--- config.mk ---
export PLATFORM = sky130hd
export DESIGN_NAME = spi_host_ctrl_flat
export DESIGN_NICKNAME = d
export VERILOG_FILES = /design/src/rtl/spi_host_ctrl_if.sv /design/src/rtl/spi_host_ctrl.sv /design/src/flat_wrapper.sv
export SDC_FILE = /design/constraint.sdc
export NUM_CORES = 1
export LEC_CHECK = 0
export CELL_PAD_IN_SITES_DETAIL_PLACEMENT = 2
export CELL_PAD_IN_SITES_GLOBAL_PLACEMENT = 2
export CORE_ASPECT_RATIO = 1.75
export CORE_MARGIN = 4
export CORE_UTILIZATION = 31
export DETAILED_ROUTE_END_ITERATION = 7
export GPL_TIMING_DRIVEN = 0
export PLACE_DENSITY = 0.73
export SETUP_SLACK_MARGIN = 0.4
export SLEW_MARGIN = 40
export SYNTH_ARGS = -nofsm -noshare
export SYNTH_HDL_FRONTEND = slang
export SYNTH_SLANG_ARGS = --single-unit
--- constraint.sdc ---
create_clock -name clk -period 1.8 [get_ports clk]
set_clock_uncertainty 0.2 [all_clocks]
set_input_delay 0.27 -clock clk [delete_from_list [all_inputs] [get_ports clk]]
set_output_delay 0.27 -clock clk [all_outputs]
set_load 0.005 [all_outputs]
--- src/rtl/spi_host_ctrl_if.sv ---
// Host-side bundle for spi_host_ctrl: frame request, tx word stream, rx word stream, status.
// Latency: none, wires only.
// Backpressure: tx words move on tx_valid & tx_ready; rx words are pulsed and cannot be stalled.
interface spi_host_ctrl_if #(
  parameter int DATA_W = 8,
  parameter int LEN_W  = 4
);
  logic              start;
  logic [LEN_W-1:0]  nbytes;
  logic [DATA_W-1:0] tx_data;
  logic              tx_valid;
  logic              tx_ready;
  logic [DATA_W-1:0] rx_data;
  logic              rx_valid;
  logic              busy;
  logic              done;

  // Harness core side: requests frames, supplies words, consumes results.
  modport master (
    output start, nbytes, tx_data, tx_valid,
    input  tx_ready, rx_data, rx_valid, busy, done
  );

  // Controller side.
  modport slave (
    input  start, nbytes, tx_data, tx_valid,
    output tx_ready, rx_data, rx_valid, busy, done
  );
endinterface

--- src/rtl/spi_host_ctrl.sv ---
// SPI mode-0 host: frames nbytes words, shifts MSB first on pico, samples poci on sclk rise.
// Latency: word accepted at T -> rx_valid in cycle T+1+2*DATA_W*DIV; done DIV cycles after last rx_valid.
// Backpressure: tx_ready only in LOAD; a missing tx_valid stalls with cs low and sclk low indefinitely.
module spi_host_ctrl #(
  parameter int DIV    = 2,
  parameter int DATA_W = 8,
  parameter int LEN_W  = 4
) (
  input  logic           clk,
  input  logic           rst_L,
  spi_host_ctrl_if.slave bus,
  output logic           sclk,
  output logic           cs,
  output logic           pico,
  input  logic           poci
);

  localparam int CNT_W = (DIV > 1) ? $clog2(DIV) : 1;
  localparam int BIT_W = (DATA_W > 1) ? $clog2(DATA_W) : 1;

  typedef enum logic [2:0] {
    S_IDLE,
    S_LOAD,
    S_LOW,
    S_HIGH,
    S_END
  } state_t;

  state_t            state_q, state_d;
  logic [CNT_W-1:0]  cnt_q, cnt_d;        // half-period / END hold timer
  logic [BIT_W-1:0]  bit_q, bit_d;        // bit index within the current word
  logic [LEN_W-1:0]  words_q, words_d;    // words still to transfer in this frame
  logic [DATA_W-1:0] tx_shift_q, tx_shift_d;
  logic [DATA_W-1:0] rx_shift_q, rx_shift_d;
  logic [DATA_W-1:0] rx_data_q, rx_data_d;
  logic              tx_ready_q, tx_ready_d;
  logic              rx_valid_q, rx_valid_d;
  logic              busy_q, busy_d;
  logic              done_q, done_d;
  logic              sclk_q, sclk_d;
  logic              cs_q, cs_d;
  logic              pico_q, pico_d;
  logic              div_end;

  assign div_end = (cnt_q == CNT_W'(DIV - 1));

  assign bus.tx_ready = tx_ready_q;
  assign bus.rx_data  = rx_data_q;
  assign bus.rx_valid = rx_valid_q;
  assign bus.busy     = busy_q;
  assign bus.done     = done_q;
  assign sclk         = sclk_q;
  assign cs           = cs_q;
  assign pico         = pico_q;

  // Next-state and registered-output logic for the frame sequencer.
  always_comb begin
    state_d    = state_q;
    cnt_d      = cnt_q;
    bit_d      = bit_q;
    words_d    = words_q;
    tx_shift_d = tx_shift_q;
    rx_shift_d = rx_shift_q;
    rx_data_d  = rx_data_q;
    tx_ready_d = tx_ready_q;
    rx_valid_d = 1'b0;
    busy_d     = busy_q;
    done_d     = 1'b0;
    sclk_d     = sclk_q;
    cs_d       = cs_q;
    pico_d     = pico_q;

    case (state_q)
      S_IDLE: begin
        // busy drops here, which is the cycle after the done pulse.
        busy_d     = 1'b0;
        cs_d       = 1'b1;
        sclk_d     = 1'b0;
        tx_ready_d = 1'b0;
        if (bus.start && (bus.nbytes != '0)) begin
          words_d    = bus.nbytes;
          busy_d     = 1'b1;
          cs_d       = 1'b0;
          tx_ready_d = 1'b1;
          state_d    = S_LOAD;
        end
      end

      S_LOAD: begin
        sclk_d     = 1'b0;
        tx_ready_d = 1'b1;
        if (bus.tx_valid && tx_ready_q) begin
          tx_shift_d = bus.tx_data;
          pico_d     = bus.tx_data[DATA_W-1];
          bit_d      = '0;
          cnt_d      = '0;
          tx_ready_d = 1'b0;
          state_d    = S_LOW;
        end
      end

      S_LOW: begin
        if (div_end) begin
          // poci is captured on the same edge that raises sclk.
          sclk_d     = 1'b1;
          rx_shift_d = {rx_shift_q[DATA_W-2:0], poci};
          cnt_d      = '0;
          state_d    = S_HIGH;
        end else begin
          cnt_d = cnt_q + CNT_W'(1);
        end
      end

      S_HIGH: begin
        if (div_end) begin
          sclk_d = 1'b0;
          cnt_d  = '0;
          if (bit_q == BIT_W'(DATA_W - 1)) begin
            rx_data_d  = rx_shift_q;
            rx_valid_d = 1'b1;
            words_d    = words_q - LEN_W'(1);
            if (words_q == LEN_W'(1)) begin
              state_d = S_END;
            end else begin
              // Ready rises together with rx_valid so a held tx_valid streams back to back.
              tx_ready_d = 1'b1;
              state_d    = S_LOAD;
            end
          end else begin
            bit_d      = bit_q + BIT_W'(1);
            tx_shift_d = {tx_shift_q[DATA_W-2:0], 1'b0};
            pico_d     = tx_shift_q[DATA_W-2];
            state_d    = S_LOW;
          end
        end else begin
          cnt_d = cnt_q + CNT_W'(1);
        end
      end

      S_END: begin
        sclk_d = 1'b0;
        if (div_end) begin
          cs_d    = 1'b1;
          done_d  = 1'b1;
          cnt_d   = '0;
          state_d = S_IDLE;
        end else begin
          cnt_d = cnt_q + CNT_W'(1);
        end
      end

      default: begin
        state_d = S_IDLE;
      end
    endcase
  end

  // State and output registers; reset aborts any frame without rx_valid or done.
  always_ff @(posedge clk or negedge rst_L) begin
    if (!rst_L) begin
      state_q    <= S_IDLE;
      cnt_q      <= '0;
      bit_q      <= '0;
      words_q    <= '0;
      tx_shift_q <= '0;
      rx_shift_q <= '0;
      rx_data_q  <= '0;
      tx_ready_q <= 1'b0;
      rx_valid_q <= 1'b0;
      busy_q     <= 1'b0;
      done_q     <= 1'b0;
      sclk_q     <= 1'b0;
      cs_q       <= 1'b1;
      pico_q     <= 1'b0;
    end else begin
      state_q    <= state_d;
      cnt_q      <= cnt_d;
      bit_q      <= bit_d;
      words_q    <= words_d;
      tx_shift_q <= tx_shift_d;
      rx_shift_q <= rx_shift_d;
      rx_data_q  <= rx_data_d;
      tx_ready_q <= tx_ready_d;
      rx_valid_q <= rx_valid_d;
      busy_q     <= busy_d;
      done_q     <= done_d;
      sclk_q     <= sclk_d;
      cs_q       <= cs_d;
      pico_q     <= pico_d;
    end
  end

endmodule

--- src/flat_wrapper.sv ---
// flat-port wrapper written by rule: the top's interface ports become plain ports
module spi_host_ctrl_flat 
#(
  parameter int DIV    = 2,
  parameter int DATA_W = 8,
  parameter int LEN_W  = 4
)
  (clk, rst_L, sclk, cs, pico, poci, bus_start, bus_nbytes, bus_tx_data, bus_tx_valid, bus_tx_ready, bus_rx_data, bus_rx_valid, bus_busy, bus_done);
  spi_host_ctrl_if #(.DATA_W(DATA_W), .LEN_W(LEN_W)) bus_i ();
  input  logic clk;
  input  logic rst_L;
  output logic sclk;
  output logic cs;
  output logic pico;
  input  logic poci;
  input wire logic [$bits(bus_i.start)-1:0] bus_start;
  input wire logic [$bits(bus_i.nbytes)-1:0] bus_nbytes;
  input wire logic [$bits(bus_i.tx_data)-1:0] bus_tx_data;
  input wire logic [$bits(bus_i.tx_valid)-1:0] bus_tx_valid;
  output wire logic [$bits(bus_i.tx_ready)-1:0] bus_tx_ready;
  output wire logic [$bits(bus_i.rx_data)-1:0] bus_rx_data;
  output wire logic [$bits(bus_i.rx_valid)-1:0] bus_rx_valid;
  output wire logic [$bits(bus_i.busy)-1:0] bus_busy;
  output wire logic [$bits(bus_i.done)-1:0] bus_done;
  assign bus_i.start = bus_start;
  assign bus_i.nbytes = bus_nbytes;
  assign bus_i.tx_data = bus_tx_data;
  assign bus_i.tx_valid = bus_tx_valid;
  assign bus_tx_ready = bus_i.tx_ready;
  assign bus_rx_data = bus_i.rx_data;
  assign bus_rx_valid = bus_i.rx_valid;
  assign bus_busy = bus_i.busy;
  assign bus_done = bus_i.done;
  spi_host_ctrl #(.DIV(DIV), .DATA_W(DATA_W), .LEN_W(LEN_W)) u_core (.clk(clk), .rst_L(rst_L), .bus(bus_i), .sclk(sclk), .cs(cs), .pico(pico), .poci(poci));
endmodule
==> summary.md <==
| Metric | Value |
|---|---|
| Cell Rows | `38` |
| Top-level port count | `32` |
| Sw frac | `a little under two fifths` |
| Final Max Slew Viols | `0` |
| Final setup vio count | `12` |
| Crit path kind | `reg -> reg` |
| CTS H-tree depth | `2` |
| Ratio of cells with drive above 1 in the final layout | `between 40% and 50%` |
| Hold Path Class | `in -> async` |
| Worst Path Arrival | `1.83 ns` |
| Largest net degree at the start of global routing | `24` |
| Grt total ovfl | `0` |
| Clock power frac | `15.6%` |
| Power, Total | `5.15 mW` |
| Startpoint Class | `flip-flop` |
| Non-filler cells, final | `339` |
| Clock buffer depth | `2` |
| CTS sink cnt | `slightly above 40` |
| Sw Pwr | `1.94 mW` |
| Post-synth top flop | `dfrtp_1` |
| Status | `finished with violations` |
| Nets | `279` |
| Ant diodes | `0` |
| WP depth | `5` |
| Sequential-to-total area share from yosys stat | `between 50% and 60%` |
| Gpl congestion | `just under 0.8` |
| Slowest-stage cell, CP | `dfrtp_1` |
| Area grow syn2layout | `53.5%` |
| Die height | `about 110 um` |
| Min Tclk post-route | `1.83 ns` |
| Critical-path cell list | `ha_2 > ha_4 > nand4b_1 > o22ai_4 > mux2_4` |
| Comb pwr share | `53.7%` |
| Fin area | `3110 um^2` |
| First-pass GRT wire length | `10300 um` |
| LEAKAGE | `1.48 nW` |
| Clk_lat worst skew | `about 0.31 ns` |
| Synthesized net count | `206` |
| DP Area | `2500 um^2` |
| Syn. warnings | `0` |
| Initial detailed-routing violation count | `57` |
| Ys async rst share | `100%` |
| Reg clk slew, reported paths | `0.08 ns` |
| Total track usage | `16.8%` |
| Routed vias/inst | `5.03` |
| Die Area | `7940 um^2` |
| Pwr/cell area | `approximately 1700 nW/um^2` |
| Reg2Reg Depth | `5` |
| CP endpoint kind | `flip-flop` |
| Crit path largest cell delay | `0.36 ns` |
| Port Buffers | `31` |
| Final Util | `49.5%` |
| Cell variety after synth | `44` |
| Antenna viol nets, final | `0` |
| Synth Cell Area | `2020 um^2` |
| DPL Wire Length | `3900 um` |
| Internal power | `3.21 mW` |
| Worst-path fanout max | `5` |
| Root buf cell | `clkbuf_8` |
| Post-synthesis cell count | `185` |
| Failing checks | `setup timing` |
| Post-route clock period utilization | `102%` |
| Routed WL | `between 6000 and 7000 um` |
| Place WS | `-0.506 ns` |
| #FFs+latches synth | `41` |
| Via count | `1705` |
| Post-Syn Area per Cell | `10.9 um^2` |
| Worst reg2reg startpoint | `u_core.bit_q[0]` |
| Vias in the first global route | `1916` |
| VDD IR max | `0.726 mV` |
| CP delay by family, top | `flip-flops` |
| Worst setup margin | `-0.0329 ns` |
| Worst path required time | `~1.8 ns` |
| Avg WL per Cell | `approximately 20 um` |
| Core box area | `6280 um^2` |
| Sequential group share of total power | `30.7%` |
| CTS buffer count | `5` |
| Fmax | `0.546 GHz` |
| Least-Margin Pin Slew | `0.550 ns` |
| Number of max-cap violations | `0` |
| Initial antenna violation count | `0` |
| Crit. Startpoint | `u_core.bit_q[0]` |
| Placed insts | `a little under 300` |
| RSZ-0062 raised after global routing | `true` |
| DIE WIDTH | `69.1 um` |
| TritonCTS clock tree | `yes` |
| Final Hold Fails | `0` |
| Residual DRC | `0` |
| Max-slew headroom | `a little over three fifths` |
| Buf/Inv on CP | `0` |
| Number of synthesized flops with an enable pin | `0` |
| 1st-pass router iterations | `4` |
| Initial Util | `around a third` |
## metrics by stage
step / hold slack [ns] / setup TNS (ns)
2_1_floorplan: -0.226 / 0
3_3_place_gp: 0.256 / -42.86
3_5_place_dp: -0.0296 / -4.92
4_1_cts: 0.193 / -0.414
5_1_grt: 0.200 / -1.98
6_report: 0.193 / -0.177
## flip-flops by register name, indices dropped and copies added, names as in the netlist, 3 cells and up
register and count:
u_core.state_q 3, u_core.tx_shift_q 7, u_core.rx_shift_q 8, u_core.bit_q 3, u_core.words_q 4, u_core.bus.rx_data 8
## cell usage in the layout (no fill, tap or decap), types with 3 or more instances in the layout
cell and count:
dfrtp_1 39, nand2_1 34, buf_4 24, buf_6 12, clkdlybuf4s50_1 11, mux2i_1 9, nand2_2 9, mux2_4 9
o21ai_1 8, clkdlybuf4s15_1 8, clkbuf_8 6, clkbuf_2 5, a21oi_2 4, dlygate4sd2_1 4, nor2_4 3, buf_12 3
o21ai_0 3, nand2b_1 3, buf_2 3, nand3_1 3
## path summary, 6_finish.rpt
path	end	slack, ns
max in group asynchronous	u_core.cs	0.72
worst min-delay path	u_core.rx_shift_q[3]	0.19
worst max-delay path	u_core.words_q[1]	-0.03
worst min register to register	u_core.bus.rx_data[0]	0.29
min in group clk	u_core.words_q[0]	0.27
worst max register to register	u_core.words_q[1]	-0.03
## cells in the mapped netlist, drive strengths merged, types with 3 or more instances
master  number  share of area, %
o22ai        4               1.9
dfrtp       40                49
nand2       45               8.5
a21oi        6               1.5
nand3        3              0.74
mux2i        9               4.5
nand2b       4               1.2
o21ai       14               3.8
nor2         5              0.93
ha           4               2.5
inv          3              0.56
nor3b        4               1.7
buf          7               2.8
mux2        11               7.6
## layout make-up
class,count,area (um^2)
repair inverters,1,8.76
inverters,4,27.5
clock inverters,2,37.5
well taps,80,100
clock buffers,6,82.6
flip-flops and latches,41,1030
plain buffers,8,106
repair buffers,65,594
multi-input cells,132,1120
fillers,643,3170
## worst register-to-register path: stages (launching register included)
cell	delay (ns)
dfrtp_1	0.36
ha_2	0.20
ha_4	0.16
nand4b_1	0.19
o22ai_4	0.29
mux2_4	0.33
## power groups by stage
stage	registers (mW)	logic [mW]	clock network [mW]
CTS	1.57	2.42	0.826
global route	1.63	3.01	0.869
global placement	1.56	1.83	0
finish	1.58	2.77	0.804
detailed placement	1.58	1.91	0
floorplan	1.51	1.33	0
## logic make-up (layout without fill, tap and decap cells)
family,Yosys count,after routing,synth area share (%)
adder cells (fa/ha/maj),4,4,2.47
AND/OR/NAND/NOR,74,74,18.9
flip-flops,41,41,50.7
buffers and inverters,12,86,3.77
AO/OA/AOI/OAI,34,34,12.1
multiplexers,20,20,12.1
## layer usage
metal  GRT usage, %  share of wire (%)  vias up
met5              0                  0        -
met4           7.69                2.9        0
met3           2.54                3.0       12
met2           32.7                 58       39
met1           17.5                 36      862
li1               -                  -      792
## what timing repair did
action                     4_1_cts  5_1_grt
pin swaps                       11       13
hold buffers                     1        0
setup buffers                   22        7
gates resized for setup         73       24
setup endpoints to repair       56       49
hold endpoints to repair        40        0
gates cloned                     2        2
Note: power is estimated with default switching activity, not from simulation.
